File: config.mk
export PLATFORM = sky130hd
export DESIGN_NAME = ps2_rx_hub
export DESIGN_NICKNAME = d
export VERILOG_FILES = /design/src/rtl/ps2_rx_hub.sv
export SDC_FILE = /design/constraint.sdc
export NUM_CORES = 1
export LEC_CHECK = 0
export BUFFER_PORTS_ARGS = -buffer_cell sky130_fd_sc_hd__buf_2
export CORE_MARGIN = 4
export CORE_UTILIZATION = 35
export DETAILED_ROUTE_END_ITERATION = 7
export HOLD_SLACK_MARGIN = 0.12
export PLACE_DENSITY = 0.59
export SETUP_SLACK_MARGIN = 0.1
export SLEW_MARGIN = 20
export SYNTH_ARGS = -nofsm -noshare
export SYNTH_HDL_FRONTEND = slang
export SYNTH_SLANG_ARGS = --single-unit
File: constraint.sdc
create_clock -name clk -period 2.4 [get_ports clk]
set_input_delay 0.12 -clock clk [delete_from_list [all_inputs] [get_ports clk]]
set_output_delay 0.12 -clock clk [all_outputs]
set_load 0.02 [all_outputs]
File: src/rtl/ps2_rx_hub.sv
// Multi-channel PS/2 receive hub: per-channel deframers merged round-robin into a shared FWFT FIFO.
// Define PS2_RX_HUB_TIMEOUT_EN to add the mid-frame idle timeout and its timeout records.

module ps2_rx_hub #(
    parameter int unsigned NUM_CH         = 2,
    parameter int unsigned FIFO_DEPTH     = 8,
    parameter int unsigned FILTER_LEN     = 8,
    parameter int unsigned TIMEOUT_CYCLES = 50000
) (
    input  logic                                            clk,
    input  logic                                            reset,
    input  logic [NUM_CH-1:0]                               ps2_clk,
    input  logic [NUM_CH-1:0]                               ps2_data,
    output logic                                            out_valid,
    input  logic                                            out_ready,
    output logic [7:0]                                      out_data,
    output logic [((NUM_CH > 1) ? $clog2(NUM_CH) : 1)-1:0]  out_ch,
    output logic                                            out_error,
    output logic [NUM_CH-1:0]                               overflow,
    input  logic                                            ovf_clr
);

    localparam int unsigned CHW   = (NUM_CH > 1) ? $clog2(NUM_CH) : 1;
    localparam int unsigned REC_W = 9 + CHW;
    localparam int unsigned AW    = $clog2(FIFO_DEPTH);
    localparam int unsigned CNTW  = $clog2(FIFO_DEPTH + 1);
    localparam int unsigned FLW   = (FILTER_LEN > 1) ? $clog2(FILTER_LEN) : 1;

    localparam logic [1:0] ST_IDLE   = 2'd0;
    localparam logic [1:0] ST_DATA   = 2'd1;
    localparam logic [1:0] ST_PARITY = 2'd2;
    localparam logic [1:0] ST_STOP   = 2'd3;

    logic [NUM_CH-1:0] clk_s1, clk_s2, dat_s1, dat_s2;
    logic [NUM_CH-1:0] emit_v;
    logic [REC_W-1:0]  emit_rec [NUM_CH];

    // Two-flop synchronisers; lines idle high
    always_ff @(posedge clk or negedge reset) begin
        if (!reset) begin
            clk_s1 <= '1;
            clk_s2 <= '1;
            dat_s1 <= '1;
            dat_s2 <= '1;
        end else begin
            clk_s1 <= ps2_clk;
            clk_s2 <= clk_s1;
            dat_s1 <= ps2_data;
            dat_s2 <= dat_s1;
        end
    end

    for (genvar i = 0; i < int'(NUM_CH); i++) begin : g_ch
        logic [FLW-1:0] flt_cnt;
        logic           flt_clk, flt_prev, strobe;
        logic [1:0]     state_q, state_d;
        logic [2:0]     bit_q, bit_d;
        logic [7:0]     shift_q, shift_d;
        logic           par_q, par_d;
        logic           emit_c, emit_err_c;
        logic [7:0]     emit_byte_c;

        // Glitch filter: a level change needs FILTER_LEN consecutive samples
        always_ff @(posedge clk or negedge reset) begin
            if (!reset) begin
                flt_cnt  <= '0;
                flt_clk  <= 1'b1;
                flt_prev <= 1'b1;
            end else begin
                flt_prev <= flt_clk;
                if (clk_s2[i] != flt_clk) begin
                    if (flt_cnt == FLW'(FILTER_LEN - 1)) begin
                        flt_clk <= clk_s2[i];
                        flt_cnt <= '0;
                    end else begin
                        flt_cnt <= flt_cnt + FLW'(1);
                    end
                end else begin
                    flt_cnt <= '0;
                end
            end
        end

        assign strobe = flt_prev & ~flt_clk;

`ifdef PS2_RX_HUB_TIMEOUT_EN
        localparam int unsigned TW = $clog2(TIMEOUT_CYCLES + 1);
        logic [TW-1:0] to_q, to_d;
`else
        // TIMEOUT_CYCLES has no effect without the timeout feature
        if (TIMEOUT_CYCLES == 0) begin : g_no_timeout
        end
`endif

        always_ff @(posedge clk or negedge reset) begin
            if (!reset) begin
                state_q <= ST_IDLE;
                bit_q   <= '0;
                shift_q <= '0;
                par_q   <= 1'b0;
`ifdef PS2_RX_HUB_TIMEOUT_EN
                to_q    <= '0;
`endif
            end else begin
                state_q <= state_d;
                bit_q   <= bit_d;
                shift_q <= shift_d;
                par_q   <= par_d;
`ifdef PS2_RX_HUB_TIMEOUT_EN
                to_q    <= to_d;
`endif
            end
        end

        always_comb begin
            state_d     = state_q;
            bit_d       = bit_q;
            shift_d     = shift_q;
            par_d       = par_q;
            emit_c      = 1'b0;
            emit_err_c  = 1'b0;
            emit_byte_c = shift_q;
            case (state_q)
                ST_IDLE: begin
                    if (strobe && !dat_s2[i]) begin
                        state_d = ST_DATA;
                        bit_d   = '0;
                    end
                end
                ST_DATA: begin
                    if (strobe) begin
                        shift_d = {dat_s2[i], shift_q[7:1]};
                        bit_d   = bit_q + 3'd1;
                        if (bit_q == 3'd7) state_d = ST_PARITY;
                    end
                end
                ST_PARITY: begin
                    if (strobe) begin
                        par_d   = dat_s2[i];
                        state_d = ST_STOP;
                    end
                end
                ST_STOP: begin
                    if (strobe) begin
                        emit_c     = 1'b1;
                        emit_err_c = ~(^{shift_q, par_q}) | ~dat_s2[i];
                        state_d    = ST_IDLE;
                    end
                end
                default: state_d = ST_IDLE;
            endcase
`ifdef PS2_RX_HUB_TIMEOUT_EN
            to_d = '0;
            if (state_q != ST_IDLE && !strobe) begin
                to_d = to_q + TW'(1);
                if (to_d == TW'(TIMEOUT_CYCLES)) begin
                    to_d        = '0;
                    state_d     = ST_IDLE;
                    emit_c      = 1'b1;
                    emit_err_c  = 1'b1;
                    emit_byte_c = 8'h00;
                end
            end
`endif
        end

        assign emit_v[i]   = emit_c;
        assign emit_rec[i] = {emit_err_c, CHW'(i), emit_byte_c};
    end

    logic [NUM_CH-1:0] slot_full;
    logic [REC_W-1:0]  slot_rec [NUM_CH];
    logic [CHW-1:0]    rr_ptr_q, gnt_idx;
    logic [CHW:0]      cand;
    logic              gnt_any, can_grant;
    logic [NUM_CH-1:0] gnt_vec, ovf_set;
    logic              wr_valid_q;
    logic [REC_W-1:0]  wr_rec_q;
    logic [CNTW-1:0]   count_q, count_d;

    // Round-robin search from last grant + 1; a write already in flight counts toward fullness
    always_comb begin
        gnt_any   = 1'b0;
        gnt_idx   = rr_ptr_q;
        gnt_vec   = '0;
        cand      = '0;
        can_grant = ({1'b0, count_q} + (CNTW+1)'(wr_valid_q)) < (CNTW+1)'(FIFO_DEPTH);
        for (int k = 1; k <= int'(NUM_CH); k++) begin
            cand = (CHW+1)'(rr_ptr_q) + (CHW+1)'(k);
            if (cand >= (CHW+1)'(NUM_CH)) cand = cand - (CHW+1)'(NUM_CH);
            if (!gnt_any && can_grant && slot_full[cand[CHW-1:0]]) begin
                gnt_any = 1'b1;
                gnt_idx = cand[CHW-1:0];
            end
        end
        if (gnt_any) gnt_vec[gnt_idx] = 1'b1;
    end

    assign ovf_set = emit_v & slot_full & ~gnt_vec;

    always_ff @(posedge clk or negedge reset) begin
        if (!reset) begin
            slot_full  <= '0;
            overflow   <= '0;
            rr_ptr_q   <= CHW'(NUM_CH - 1);
            wr_valid_q <= 1'b0;
            wr_rec_q   <= '0;
            for (int c = 0; c < int'(NUM_CH); c++) slot_rec[c] <= '0;
        end else begin
            for (int c = 0; c < int'(NUM_CH); c++) begin
                if (emit_v[c] && (!slot_full[c] || gnt_vec[c])) begin
                    slot_full[c] <= 1'b1;
                    slot_rec[c]  <= emit_rec[c];
                end else if (gnt_vec[c]) begin
                    slot_full[c] <= 1'b0;
                end
            end
            overflow   <= ovf_clr ? '0 : (overflow | ovf_set);
            wr_valid_q <= gnt_any;
            if (gnt_any) begin
                wr_rec_q <= slot_rec[gnt_idx];
                rr_ptr_q <= gnt_idx;
            end
        end
    end

    logic [REC_W-1:0] mem [FIFO_DEPTH];
    logic [AW-1:0]    wr_ptr_q, rd_ptr_q;
    logic             pop_c;
    logic [REC_W-1:0] head;

    assign pop_c   = out_valid & out_ready;
    assign count_d = count_q + CNTW'(wr_valid_q) - CNTW'(pop_c);

    // Shared FIFO; storage clears on reset so the head reads zero
    always_ff @(posedge clk or negedge reset) begin
        if (!reset) begin
            wr_ptr_q  <= '0;
            rd_ptr_q  <= '0;
            count_q   <= '0;
            out_valid <= 1'b0;
            for (int d = 0; d < int'(FIFO_DEPTH); d++) mem[d] <= '0;
        end else begin
            if (wr_valid_q) begin
                mem[wr_ptr_q] <= wr_rec_q;
                wr_ptr_q      <= wr_ptr_q + AW'(1);
            end
            if (pop_c) rd_ptr_q <= rd_ptr_q + AW'(1);
            count_q   <= count_d;
            out_valid <= (count_d != '0);
        end
    end

    assign head      = mem[rd_ptr_q];
    assign out_data  = head[7:0];
    assign out_ch    = head[8 +: CHW];
    assign out_error = head[REC_W-1];

endmodule

Word-level counts from Yosys, hierarchy flattened
Index checks and enable logic that the tools add are counted.
{"block": "classes", "add_sub_neg": 13, "n_lt_le_gt_ge": 11, "n_eq_ne": 22, "n_mux": 57, "bitwise_logic": 18, "reduce_logical": 35}
{"op": "$bwmux 80", "n": 1}
{"op": "$mux 10", "n": 6}
{"op": "$bmux 10 s3", "n": 1}
{"op": "$demux 10 s3", "n": 1}
{"op": "$mux 2", "n": 12}
{"op": "$mux 3", "n": 8}
{"op": "$mux 1", "n": 23}
{"op": "$ne 2x2->1 const B", "n": 10}
{"op": "$add 3x1->3 const B", "n": 6}
{"op": "$reduce_xor 9->1", "n": 2}
{"op": "$pmux 2 s4", "n": 2}
{"op": "$eq 3x3->1 const B", "n": 4}
{"op": "$pmux 3 s2", "n": 2}
{"op": "$reduce_and 2->1", "n": 6}
{"op": "$reduce_and 5->1", "n": 2}
{"op": "$logic_and 1x1->1", "n": 9}
{"op": "$eq 2x2->1 const B", "n": 4}
{"op": "$ge 4x4->1 const B", "n": 2}
{"op": "$not 3->4", "n": 2}
{"op": "$reduce_bool 2->1", "n": 4}
{"op": "$ge 2x2->1 const B", "n": 3}
{"op": "$lt 1x2->1 const B", "n": 3}
{"op": "$not 1->1", "n": 6}
{"op": "$reduce_and 3->1", "n": 2}
{"op": "other kinds (22)", "n": 35}
{"block": "word_totals", "reg_bits": 172, "input_bits": 8, "out_inout_bits": 13}

Depth between registers and ports, before layout
Gate-level depths: netlist of the first run.
{"block": "depth", "ltp_word": 20, "depth_mapped": 9, "depth_no_buf": 9}

Worst setup path before layout of the first run
No wires, ideal clock.
{"block": "synth_path", "path_type": "reg2reg", "start": "register out_valid", "end": "register out_valid", "arrival_ns": 2.131, "t_required_ns": 2.262, "slack_ns": 0.131, "stages_incl_launch_ff": 10, "n_path_buf": 0, "period_less_slack_ns": 2.269, "path_cell_list": "dfrtp_1 -> nand2_1 -> inv_1 -> ha_1 -> inv_1 -> ha_1 -> inv_1 -> fa_1 -> inv_1 -> or4_1"}
{"block": "synth_between", "elab_chain_cells": 3}
{"element": "start: declaration", "line": "14", "rtl": "output logic out_valid,"}
{"element": "start signal: assignment", "line": "250", "rtl": "out_valid <= (count_d != '0);"}
{"element": "$and 1x1->1", "line": "232", "rtl": "assign pop_c = out_valid & out_ready;"}
{"element": "net pop_c", "line": "229", "rtl": "logic pop_c;"}
{"element": "$sub 4x1->4", "line": "233", "rtl": "assign count_d = count_q + CNTW'(wr_valid_q) - CNTW'(pop_c);"}
{"element": "net count_d[1]", "line": "179", "rtl": "logic [CNTW-1:0] count_q, count_d;"}
{"element": "$reduce_bool 4->1", "line": "250"}
The timed path passes the listed nets, and every way through them passes these cells.
A chain may end at the register's enable or synchronous reset.

Worst setup path in the final report of the first run
Same ends and word-level chain as after synthesis.

==> impl_results.md, run 1 <==
* Startpoint types: flip-flop
* Slew at the pin closest to its max-slew limit at 0.636 ns
* ANT nets after route at 0
* Setup crit end kind: flip-flop
* Sequential area share after synthesis at 0.562
* Io pins at 21
* Critical R2R Launch: out_valid
* Mapped Nets at ~550
* Worst skew pair latency at 0.42 ns
* Sw Pwr at 0.00264 W
* Overall Power at 0.00877 W
* GP Congestion at 0.743
* Core ar. at approximately 21000 um^2
* Worst EP arrival at 2.53 ns
* Port bufs at 20
* Setup bufs post-CTS at 0
* First-pass GRT wire length at 24.1 mm
* Yosys reg bits at 172
* Final-report setup violation count at 0
* RSZ-0062 raised after global routing: true
* Final period util at 0.931
* Pwr/cell area at 985 nW/um^2
* Routed len/inst at 17.0 um
* Grt ovf at 0
* CTS clk-pin slew, worst paths at 0.06 ns
* Crit path launch: out_valid
* Mapped Area at 7690 um^2
* Overall Global Routing Usage at 0.126
* Clock Tree Buf Depth at 2
* Chip width at ~160 um
* Unique masters post-synth at 45
* Rows at 53
* H-tree depth at 4
* Via count at 4210
* DRT Wirelength at 14.4 mm
* Worst VDD drop at 537 uV
* Fmax at 447 MHz
* Crit Path Class: flip-flop to flip-flop
* Syn_area_per_cell at 15.0 um^2
* Clock power frac at 0.311
* Cell count after synthesis at just over 500
* Slack of the critical path at approximately 0.16 ns
* Layout area overhead at 15.7%
* Fin Clk Skew at 0.00840 ns
* Nets at just under 600
* Post-synth EDFFs at 0
* CTS Sinks at 172
* Int Power at 0.00613 W
* Status: complete, no violations
* Initial Utilization at 0.360
* Seq pwr share at 0.432
* CTS tree: yes
* Relative slew slack at 0.576
* Root buffer cell: clkbuf_16
* Ant. Diodes at 0
* Ys async rst share at 1.00
* Fill cells at 1929
* Setup TNS at 0 ns
* Die Ht at 156 um
* Drt first pass iters at 4
* Initial antenna violation count at 0
* Post-Place Worst Slack at 0.148 ns
* Tmin final at around 2.2 ns
* Pleak at between 4 and 5 nW
* Vias in the first global route at 4515
* Initial DRC Count at around 190
* Switching share of power at 0.301
* Largest net degree at the start of global routing at 67
* Hold Fails Final Rpt at 0
* MaxCap Viol Count at 0
* Share of cells above drive strength 1 at 0.421
* Hold Crit Class: primary input to asynchronous set/reset pin
* Ys flop type: dfrtp_1
* Vias/cell at 4.97
* CP max FO at 3
* Count of pins over their slew limit at 0
* DRC viols at 0
* DP HPWL at 9.56 mm
* CTS buffer count at 17
* Yosys warning total at 0
* Comb pwr share at 0.256
* DIE AREA at 24400 um^2
* CP Data Required Time at 2.70 ns
through the flow:
step / cells / hold WS (ns) / utilization / instance area, um^2
floorplan: 514 / -0.176 / - / 7690
global placement: 808 / 0.155 / 0.385 / 8210
detailed placement: 808 / 0.172 / 0.385 / 8210
CTS: 846 / 0.291 / 0.416 / 8870
global route: 847 / 0.314 / 0.417 / 8900
finish: 847 / 0.264 / 0.417 / 8900
cell usage in the layout, fill, tap and decap left out, types with 6 or more instances in the layout:
master / count
dfrtp_1: 158
clkbuf_16: 18
inv_1: 15
a221o_1: 10
buf_2: 19
dfstp_2: 13
dlygate4sd3_1: 7
nand2_1: 24
buf_4: 17
nor2b_1: 11
o21ai_0: 6
xor2_1: 6
xnor2_1: 14
mux4_2: 20
mux2_2: 121
nor2_1: 7
mux2_4: 9
ha_1: 25
a21oi_1: 7
Yosys cell counts (all sizes together), types with 3 or more instances:
cell type	count	area, um^2
nand4b	4	35.0
xor2	6	52.6
buf	11	63.8
nor3	3	25.0
ha	25	313
and2	4	25.0
xnor2	14	123
clkbuf	9	33.8
o21ai	8	47.6
mux2	130	1500
inv	15	56.3
a221o	10	100
a21oi	7	35.0
nor3b	4	30.0
nor2	7	26.3
a22o	4	35.0
mux4	20	450
nand2b	5	31.3
nor2b	11	68.8
dfstp	13	342
nand2	25	93.8
dfrtp	159	3980
timing repair:
| item | 4_1_cts | 5_1_grt |
|---|---|---|
| hold buffers | 7 | 0 |
| gates resized for setup | 0 | 2 |
| endpoints found under the hold margin | 70 | 0 |
| setup endpoints to repair | 0 | 6 |
registers in the layout, summed over array words and instances (netlist names), 2 cells and up:
signal,cells
g_ch.flt_cnt,6
dat_s2,2
slot_full,2
mem,80
overflow,2
clk_s2,2
slot_rec,19
g_ch.emit_byte_c,16
dat_s1,2
count_q,4
g_ch.bit_q,6
g_ch.state_q,4
wr_rec_q,10
clk_s1,2
rd_ptr_q,3
wr_ptr_q,3
g_ch.flt_prev,2
g_ch.par_q,2
g_ch.flt_clk,2
cell type report:
cell class                      instances  area, um^2  share of cell area
Sequential cell                       172        4320               0.485
Clock buffer                           25         505              0.0568
Inverter                               15        56.3             0.00632
Clock inverter                          6        83.8             0.00942
Multi-Input combinational cell        307        3220               0.362
Tap cell                              275         344              0.0387
Timing Repair Buffer                   47         369              0.0415
critical path: stages, from the launching register on:
cell	delay (ns)
dfrtp_1	0.39
nand2_2	0.10
inv_1	0.07
ha_1	0.26
inv_1	0.05
ha_1	0.15
inv_1	0.06
fa_1	0.48
inv_1	0.05
or4_1	0.50
final timing paths:
kind | cells past startpoint | to | slack [ns]
max in group asynchronous | 3 | mem[4] | 1.33
setup reg to reg | 9 | out_valid | 0.16
hold / removal | 2 | out_valid | 0.26
hold reg to reg | 0 | clk_s2[0] | 0.36
setup / recovery | 9 | out_valid | 0.16
min in group clk | 2 | clk_s1[0] | 0.34
logic make-up after synthesis:
| kind of cell | after synthesis | synth area share |
|---|---|---|
| buffers and inverters | 35 | 0.0200 |
| flip-flops | 172 | 0.562 |
| AO/OA/AOI/OAI | 41 | 0.0442 |
| multiplexers | 151 | 0.255 |
| adder cells (fa/ha/maj) | 26 | 0.0433 |
| XOR/XNOR | 22 | 0.0286 |
| AND/OR/NAND/NOR | 67 | 0.0478 |
per-layer routing:
metal | track usage | vias to the layer above | wire [um]
met5 | 0 | - | 0
met4 | 0.0347 | 0 | 155
met3 | 0.0348 | 13 | 445
met2 | 0.197 | 46 | 6870
met1 | 0.173 | 2193 | 6910
li1 | - | 1958 | -
power groups by stage:
stage	registers, W	clock network (W)	logic, W
finish	0.00379	0.00273	0.00225
global route	0.00386	0.00295	0.00252
CTS	0.00378	0.00282	0.00227
detailed placement	0.00383	0	0.00225
global placement	0.00380	0	0.00215
floorplan	0.00363	0	0.00180
Note: power is estimated with default switching activity, not from simulation.
==> run 2: changes to the inputs <==
==> constraint.sdc (replaced) <==
create_clock -name clk -period 2.4 [get_ports clk]
set_input_delay 0.24 -clock clk [delete_from_list [all_inputs] [get_ports clk]]
set_output_delay 0.24 -clock clk [all_outputs]
set_load 0.02 [all_outputs]
==> run 2 against run 1 <==
  * Clock skew is 0.0021 ns lower
  * Largest power group unchanged
  * Sequential share of layout area is 0.53 points lower
  * Die area stayed put
  * Critical path depth is 5 lower
  * Flip-flop and latch count stayed put
  * Cell area is 1.1% higher
  * Combinational power is 3% higher
  * Clock power is 11% higher
  * Critical endpoint is now out_data[7]
==> impl_results.md, run 2 (synthesized netlist as in run 1, its figures left out) <==
* Crit-path slowest cell: mux4_2 (was or4_1)
* Dpl cell area at 8210 um^2 (about the same)
* FF/Latch Area at 4320 um^2 (unchanged)
* Slew at the pin closest to its max-slew limit at 0.617 ns (was 0.636 ns)
* Clock Tree Buf Depth at 2 (unchanged)
* CTS buffer count at 17 (unchanged)
* Die Ht at 156 um (unchanged)
* Routed len/inst at 16.9 um (was 17.0 um)
* CP max FO at 11 (was 3)
* Multi-input logic area at 3240 um^2 (was 3220 um^2)
* DRT Wirelength at 14.4 mm (about the same)
* Initial antenna violation count at 0 (unchanged)
* Top reg by flops: mem (unchanged)
* DRC viols at 0 (unchanged)
* Setup crit end kind: output pin (was flip-flop)
* H-tree depth at 4 (unchanged)
* Worst EP arrival at 2.02 ns (was 2.53 ns)
* Io pins at 21 (unchanged)
* Nets at 595 (was 594)
* Via count at 4225 (was 4210)
* Initial Utilization at 0.360 (unchanged)
* Layout area overhead at 17.0% (was 15.7%)
* Finished Cell Area at 9000 um^2 (was 8900 um^2)
* RSZ-0062 raised after global routing: true (unchanged)
* Setup TNS at 0 ns (unchanged)
* Share of cells above drive strength 1 at 0.437 (was 0.421)
* Pleak at 4.38 nW (was 4.36 nW)
* Root buffer cell: clkbuf_16 (unchanged)
* MaxCap Viol Count at 0 (unchanged)
* GP Congestion at 0.756 (was 0.743)
* Relative slew slack at 0.589 (was 0.576)
* Number of flip-flops in the largest register at 80 (unchanged)
* Core ar. at 21400 um^2 (unchanged)
* Max incr delay on CP at 0.51 ns (was 0.50 ns)
* Count of pins over their slew limit at 0 (unchanged)
* CTS clk-pin slew, worst paths at 0.06 ns (about the same)
* First-pass GRT wire length at 24.3 mm (was 24.1 mm)
* Port bufs at 20 (unchanged)
* Worst skew pair latency at 0.43 ns (was 0.42 ns)
* Hold Fails Final Rpt at 0 (unchanged)
* Rows at 53 (unchanged)
* Chip width at 156 um (unchanged)
* Crit path cell chain: buf_12, mux4_2, mux2_2, buf_2 (was nand2_2, inv_1, ha_1, inv_1, ha_1, inv_1, fa_1, inv_1, or4_1)
* Status: complete, no violations (unchanged)
* Hold Crit Class: primary input to flip-flop (was primary input to asynchronous set/reset pin)
* Pwr/cell area at 1010 nW/um^2 (was 985 nW/um^2)
* Largest net degree at the start of global routing at 66 (was 67)
* Overall Power at 0.00912 W (was 0.00877 W)
* Drt first pass iters at 4 (unchanged)
* CTS tree: yes (unchanged)
* Post-Place Worst Slack at 0.0874 ns (was 0.148 ns)
* Final period util at 0.940 (was 0.931)
* Vias in the first global route at 4635 (was 4515)
* Worst VDD drop at 415 uV (was 537 uV)
* Vias/cell at 4.98 (was 4.97)
* Slack of the critical path at 0.145 ns (was 0.165 ns)
* Commonest non-fill, non-tap cell in the layout: dfrtp_1 (unchanged)
* CP Data Required Time at 2.16 ns (was 2.70 ns)
* Startpoint types: flip-flop (unchanged)
* CTS Sinks at 172 (unchanged)
* Grt ovf at 0 (unchanged)
* Crit Path Class: flip-flop to output pin (was flip-flop to flip-flop)
* ANT nets after route at 0 (unchanged)
* Fin Clk Skew at 0.00628 ns (was 0.00840 ns)
* Most frequent cells in the layout: dfrtp_1, mux2_2, nand2_1, ha_1, mux4_2 (was dfrtp_1, mux2_2, ha_1, nand2_1, mux4_2)
* Tmin final at 2.26 ns (was 2.24 ns)
* Overall Global Routing Usage at 0.127 (was 0.126)
* DIE AREA at 24400 um^2 (unchanged)
* Ant. Diodes at 0 (unchanged)
* Final Util at 0.421 (was 0.417)
* DP HPWL at 9.47 mm (was 9.56 mm)
* Initial DRC Count at 186 (was 185)
* Final-report setup violation count at 0 (unchanged)
* Fmax at 443 MHz (was 447 MHz)
* Fill cells at 1950 (was 1929)
[run 2: cell count changes in the layout (fill, tap and decap cells not counted), sizes merged]
cell,delta
clkinv,-2
clkinvlp,+3
bufinv,+2
buf,+1
clkbuf,-2
[run 2: path summary, 6_finish.rpt]
path	slack [ns]	end	startpoint	depth (start not counted)
max	0.14	out_data[7]	rd_ptr_q[0]	4
min	0.18	rd_ptr_q[1]	out_ready	3
max reg2reg	0.16	out_valid	out_valid	9
min reg2reg	0.36	clk_s2[1]	clk_s1[1]	0
max in group asynchronous	1.25	dat_s1[1]	reset	3
min in group asynchronous	0.38	out_valid	reset	2
[run 2: layer usage]
layer / GRT usage / share of wire / vias up
met3: 0.0310 / 0.026 / 17
met4: 0.0409 / 0.012 / 0
met2: 0.204 / 0.48 / 36
met1: 0.170 / 0.48 / 2214
li1: - / - / 1958
met5: 0 / 0 / -
[run 2: area by class of cell]
type                       count  share of cell area
inverter                      15             0.00626
multi-input combinational    307               0.360
tap                          275              0.0382
timing repair buffer          48              0.0418
sequential                   172               0.480
clock buffer                  23              0.0564
clock inverter                 9              0.0174
[run 2: critical path, delay by kind of cell (launching register included)]
kind                   cells  cell delay (ns)
multiplexers               2             0.81
flip-flops                 1             0.43
buffers and inverters      2             0.35
[run 2: report_power, final]
group	internal (W)	switching [W]
Sequential	0.00334	0.000447
Combinational	0.00116	0.00115
Clock	0.00191	0.00112
Total	0.00641	0.00272
[run 2: what timing repair did]
| item | 4_1_cts | 5_1_grt |
|---|---|---|
| hold buffers | 7 | 0 |
| endpoints found under the hold margin | 67 | 0 |
| pin swaps | 1 | 2 |
| resized for setup | 1 | 6 |
| cloned | 0 | 1 |
| setup buffers | 0 | 2 |
| endpoints found under the setup margin | 1 | 11 |
[run 2: per-stage QoR]
step,hold slack [ns],instances
5_1_grt,0.189,849
6_report,0.184,849
3_5_place_dp,0.278,807
3_3_place_gp,0.273,807
2_1_floorplan,-0.0556,514
4_1_cts,0.173,846
==> run 3: changes to the inputs <==
ABC_AREA = 1   (was default)
==> run 3 against run 2 <==
  * Critical path depth increased by 2
  * Fmax increased by 6.5%
  * Worst hold slack got worse by 0.050 ns
  * Die area increased by 0.82%
  * Cell area decreased by 1.1%
  * Flip-flop and latch count unchanged
  * Largest power group unchanged
  * Routed wire length increased by 8.0%
  * Global-route usage increased by 0.82 points
  * Synthesized area increased by 0.86%
  * Non-clock buffer count decreased by 8
==> impl_results.md, run 3 <==
* Crit path cell chain: buf_6, nor2_1, o32ai_1, nand2_1, nand2_1, buf_2 (was buf_12, mux4_2, mux2_2, buf_2)
* Worst VDD drop at 493 uV (was 415 uV)
* Final period util at 0.882 (was 0.940)
* Top cells by area, synth: dfrtp_1, nand2_1, o21ai_0, nor2_1, dfstp_2 (was dfrtp_1, mux2_2, mux4_2, dfstp_2, ha_1)
* Commonest non-fill, non-tap cell in the layout: nand2_1 (was dfrtp_1)
* Setup crit end kind: output pin (unchanged)
* CTS tree: yes (unchanged)
* Status: complete, no violations (unchanged)
* Overall Global Routing Usage at 0.135 (was 0.127)
* Rows at 54 (was 53)
* Setup bufs post-CTS at 0 (unchanged)
* H-tree depth at 4 (unchanged)
* Routed len/inst at 13.2 um (was 16.9 um)
* Die Ht at 157 um (was 156 um)
* Largest net degree at the start of global routing at 53 (was 66)
* Ys flop type: dfrtp_1 (unchanged)
* GP Congestion at 0.745 (was 0.756)
* Fmax at 472 MHz (was 443 MHz)
* DRC viols at 0 (unchanged)
* Syn_area_per_cell at 9.03 um^2 (was 15.0 um^2)
* Top reg by flops: mem (unchanged)
* Drt first pass iters at 5 (was 4)
* Tmin final at 2.12 ns (was 2.26 ns)
* Number of flip-flops in the largest register at 80 (unchanged)
* Sequential area share after synthesis at 0.557 (was 0.562)
* Grt ovf at 0 (unchanged)
* Hold Path Stages at 4 (was 3)
* Hold Path Origin: out_ready (unchanged)
* FF-to-FF path depth at 10 (was 9)
* Synth top area share at 0.513 (was 0.517)
* Crit-path slowest cell: dfrtp_1 (was mux4_2)
* Yosys reg bits at 172 (unchanged)
* CP max FO at 41 (was 11)
* First-pass GRT wire length at 26.9 mm (was 24.3 mm)
* CTS clk-pin slew, worst paths at 0.06 ns (about the same)
* CTS buffer count at 17 (unchanged)
* Reg-to-reg endpoint: out_valid (unchanged)
* Layout area overhead at 14.7% (was 17.0%)
* Hold Crit Class: primary input to flip-flop (unchanged)
* Unique masters post-synth at 31 (was 45)
* Worst EP arrival at 1.88 ns (was 2.02 ns)
* Worst skew pair latency at 0.43 ns (about the same)
* Via count at 5631 (was 4225)
* Cell count after synthesis at 859 (was 514)
* CP Data Required Time at 2.16 ns (about the same)
* Post-synth EDFFs at 0 (unchanged)
* Hold Fails Final Rpt at 0 (unchanged)
* Port bufs at 20 (unchanged)
* FF/Latch Area at 4320 um^2 (about the same)
* Root buffer cell: clkbuf_16 (unchanged)
* Io pins at 21 (unchanged)
* Initial Utilization at 0.356 (was 0.360)
* Critical R2R Launch: out_valid (unchanged)
* Share of cells above drive strength 1 at 0.122 (was 0.437)
* Count of pins over their slew limit at 0 (unchanged)
* Initial DRC Count at 364 (was 186)
* Max incr delay on CP at 0.37 ns (was 0.51 ns)
* Ant. Diodes at 0 (unchanged)
* Fill cells at 2170 (was 1950)
* Mapped Nets at 893 (was 548)
* Core ar. at 21800 um^2 (was 21400 um^2)
* DRT Wirelength at 15.5 mm (was 14.4 mm)
* Mapped Area at 7760 um^2 (was 7690 um^2)
* Most frequent cells in the layout: nand2_1, dfrtp_1, o21ai_0, nor2_1, inv_1 (was dfrtp_1, mux2_2, nand2_1, ha_1, mux4_2)
* ANT nets after route at 0 (unchanged)
* Final-report setup violation count at 0 (unchanged)
* Startpoint types: flip-flop (unchanged)
* Most used cell, CP: nand2_1
* Hold slack final at 0.134 ns (was 0.184 ns)
* Slew at the pin closest to its max-slew limit at 0.673 ns (was 0.617 ns)
* Vias/cell at 4.80 (was 4.98)
* Chip width at 157 um (was 156 um)
* Clock Tree Buf Depth at 2 (unchanged)
* Multi-input logic area at 2980 um^2 (was 3240 um^2)
* Initial antenna violation count at 0 (unchanged)
* Most frequent cell after synthesis: nand2_1 (was dfrtp_1)
* CTS Sinks at 172 (unchanged)
* DP HPWL at 10.6 mm (was 9.47 mm)
* Vias in the first global route at 5319 (was 4635)
* RSZ-0062 raised after global routing: false (was true)
* Synth area leader: dfrtp_1 (unchanged)
* Pleak at 4.16 nW (was 4.38 nW)
* Synth cell count leaders: nand2_1, dfrtp_1, o21ai_0 (was dfrtp_1, mux2_2, ha_1, nand2_1, mux4_2)
* Yosys warning total at 0 (unchanged)
* Nets at 914 (was 595)
* MaxCap Viol Count at 0 (unchanged)
* DIE AREA at 24600 um^2 (was 24400 um^2)
* Pwr/cell area at 1050 nW/um^2 (was 1010 nW/um^2)
* Crit Path Class: flip-flop to output pin (unchanged)
* Relative slew slack at 0.550 (was 0.589)
* Hold endpoint: rd_ptr_q[1] (unchanged)
* Overall Power at 0.00933 W (was 0.00912 W)
* Ys async rst share at 1.00 (unchanged)
* Fin Clk Skew at 0.0174 ns (was 0.00628 ns)
* Flop-to-flop setup slack at 0.50 ns (was 0.16 ns)
* Setup TNS at 0 ns (unchanged)
==> run 3: changes by cell type after synthesis, moves of 11 or more <==
| cell | delta |
|---|---|
| nor2b_1 | -11 |
| nand3_1 | +31 |
| clkbuf_1 | +22 |
| inv_1 | +62 |
| mux4_2 | -20 |
| a21oi_1 | +13 |
| o21ai_0 | +112 |
| nand2_1 | +178 |
| mux2_2 | -120 |
| o32ai_1 | +20 |
| nor2_1 | +86 |
| o21ai_2 | +14 |
==> run 3: repair_timing <==
action                                  in CTS  in global routing
hold buffers                                 6                  0
hold endpoints to repair                    52                  0
resized for setup                            0                  3
endpoints found under the setup margin       0                  6
==> run 3: layout make-up <==
| class | instances | area share |
|---|---|---|
| Timing Repair Buffer | 40 | 0.0370 |
| Clock inverter | 12 | 0.0181 |
| Clock buffer | 20 | 0.0524 |
| Multi-Input combinational cell | 570 | 0.334 |
| Sequential cell | 172 | 0.485 |
| Tap cell | 280 | 0.0393 |
| Inverter | 79 | 0.0336 |
==> run 3: logic make-up after synthesis <==
kind of cell / count (synthesis) / share of synthesized area
and+or+nand+nor: 339 / 0.176
AOI/OAI and AO/OA: 194 / 0.152
DFF: 172 / 0.557
buffers and inverters: 117 / 0.0603
adders and majority gates: 26 / 0.0429
xor gates and xnor gates: 10 / 0.0113
muxes: 1 / 0.00145
==> run 3: layer usage <==
layer	GRT usage	vias up	wire (um)
li1	-	2848	-
met1	0.191	2685	7820
met2	0.205	79	6900
met3	0.0308	19	570
met4	0.0455	0	225
met5	0	-	0
==> run 3: worst max path at each step <==
stage,startpoint,slack (ns),cells past startpoint,end
after detailed placement,out_valid,0.47,10,out_valid
after global placement,out_valid,0.51,10,out_valid
final,rd_ptr_q[0],0.28,6,out_data[6]
after CTS,rd_ptr_q[0],0.21,7,out_data[4]
after floorplan,out_valid,0.50,10,out_valid
after global routing,rd_ptr_q[0],0.13,6,out_error
==> run 3: where the power goes <==
group          switching (W)  internal, W
combinational        0.00186      0.00105
clock                0.00118      0.00173
sequential          0.000246      0.00327
==> run 3: stage by stage <==
step	setup slack [ns]	utilization	instance area (um^2)	instances
6_report	0.283	0.408	8900	1173
4_1_cts	0.207	0.408	8900	1173
5_1_grt	0.131	0.408	8900	1173
2_1_floorplan	0.501	-	7760	859
3_5_place_dp	0.470	0.376	8210	1135
3_3_place_gp	0.511	0.376	8210	1135
==> run 3: worst max-delay path, delay by kind of cell, from the launching register on <==
kind            cells  cell delay, ns
buf+inv             2            0.46
flops               1            0.37
compound gates      1            0.34
simple gates        3            0.26
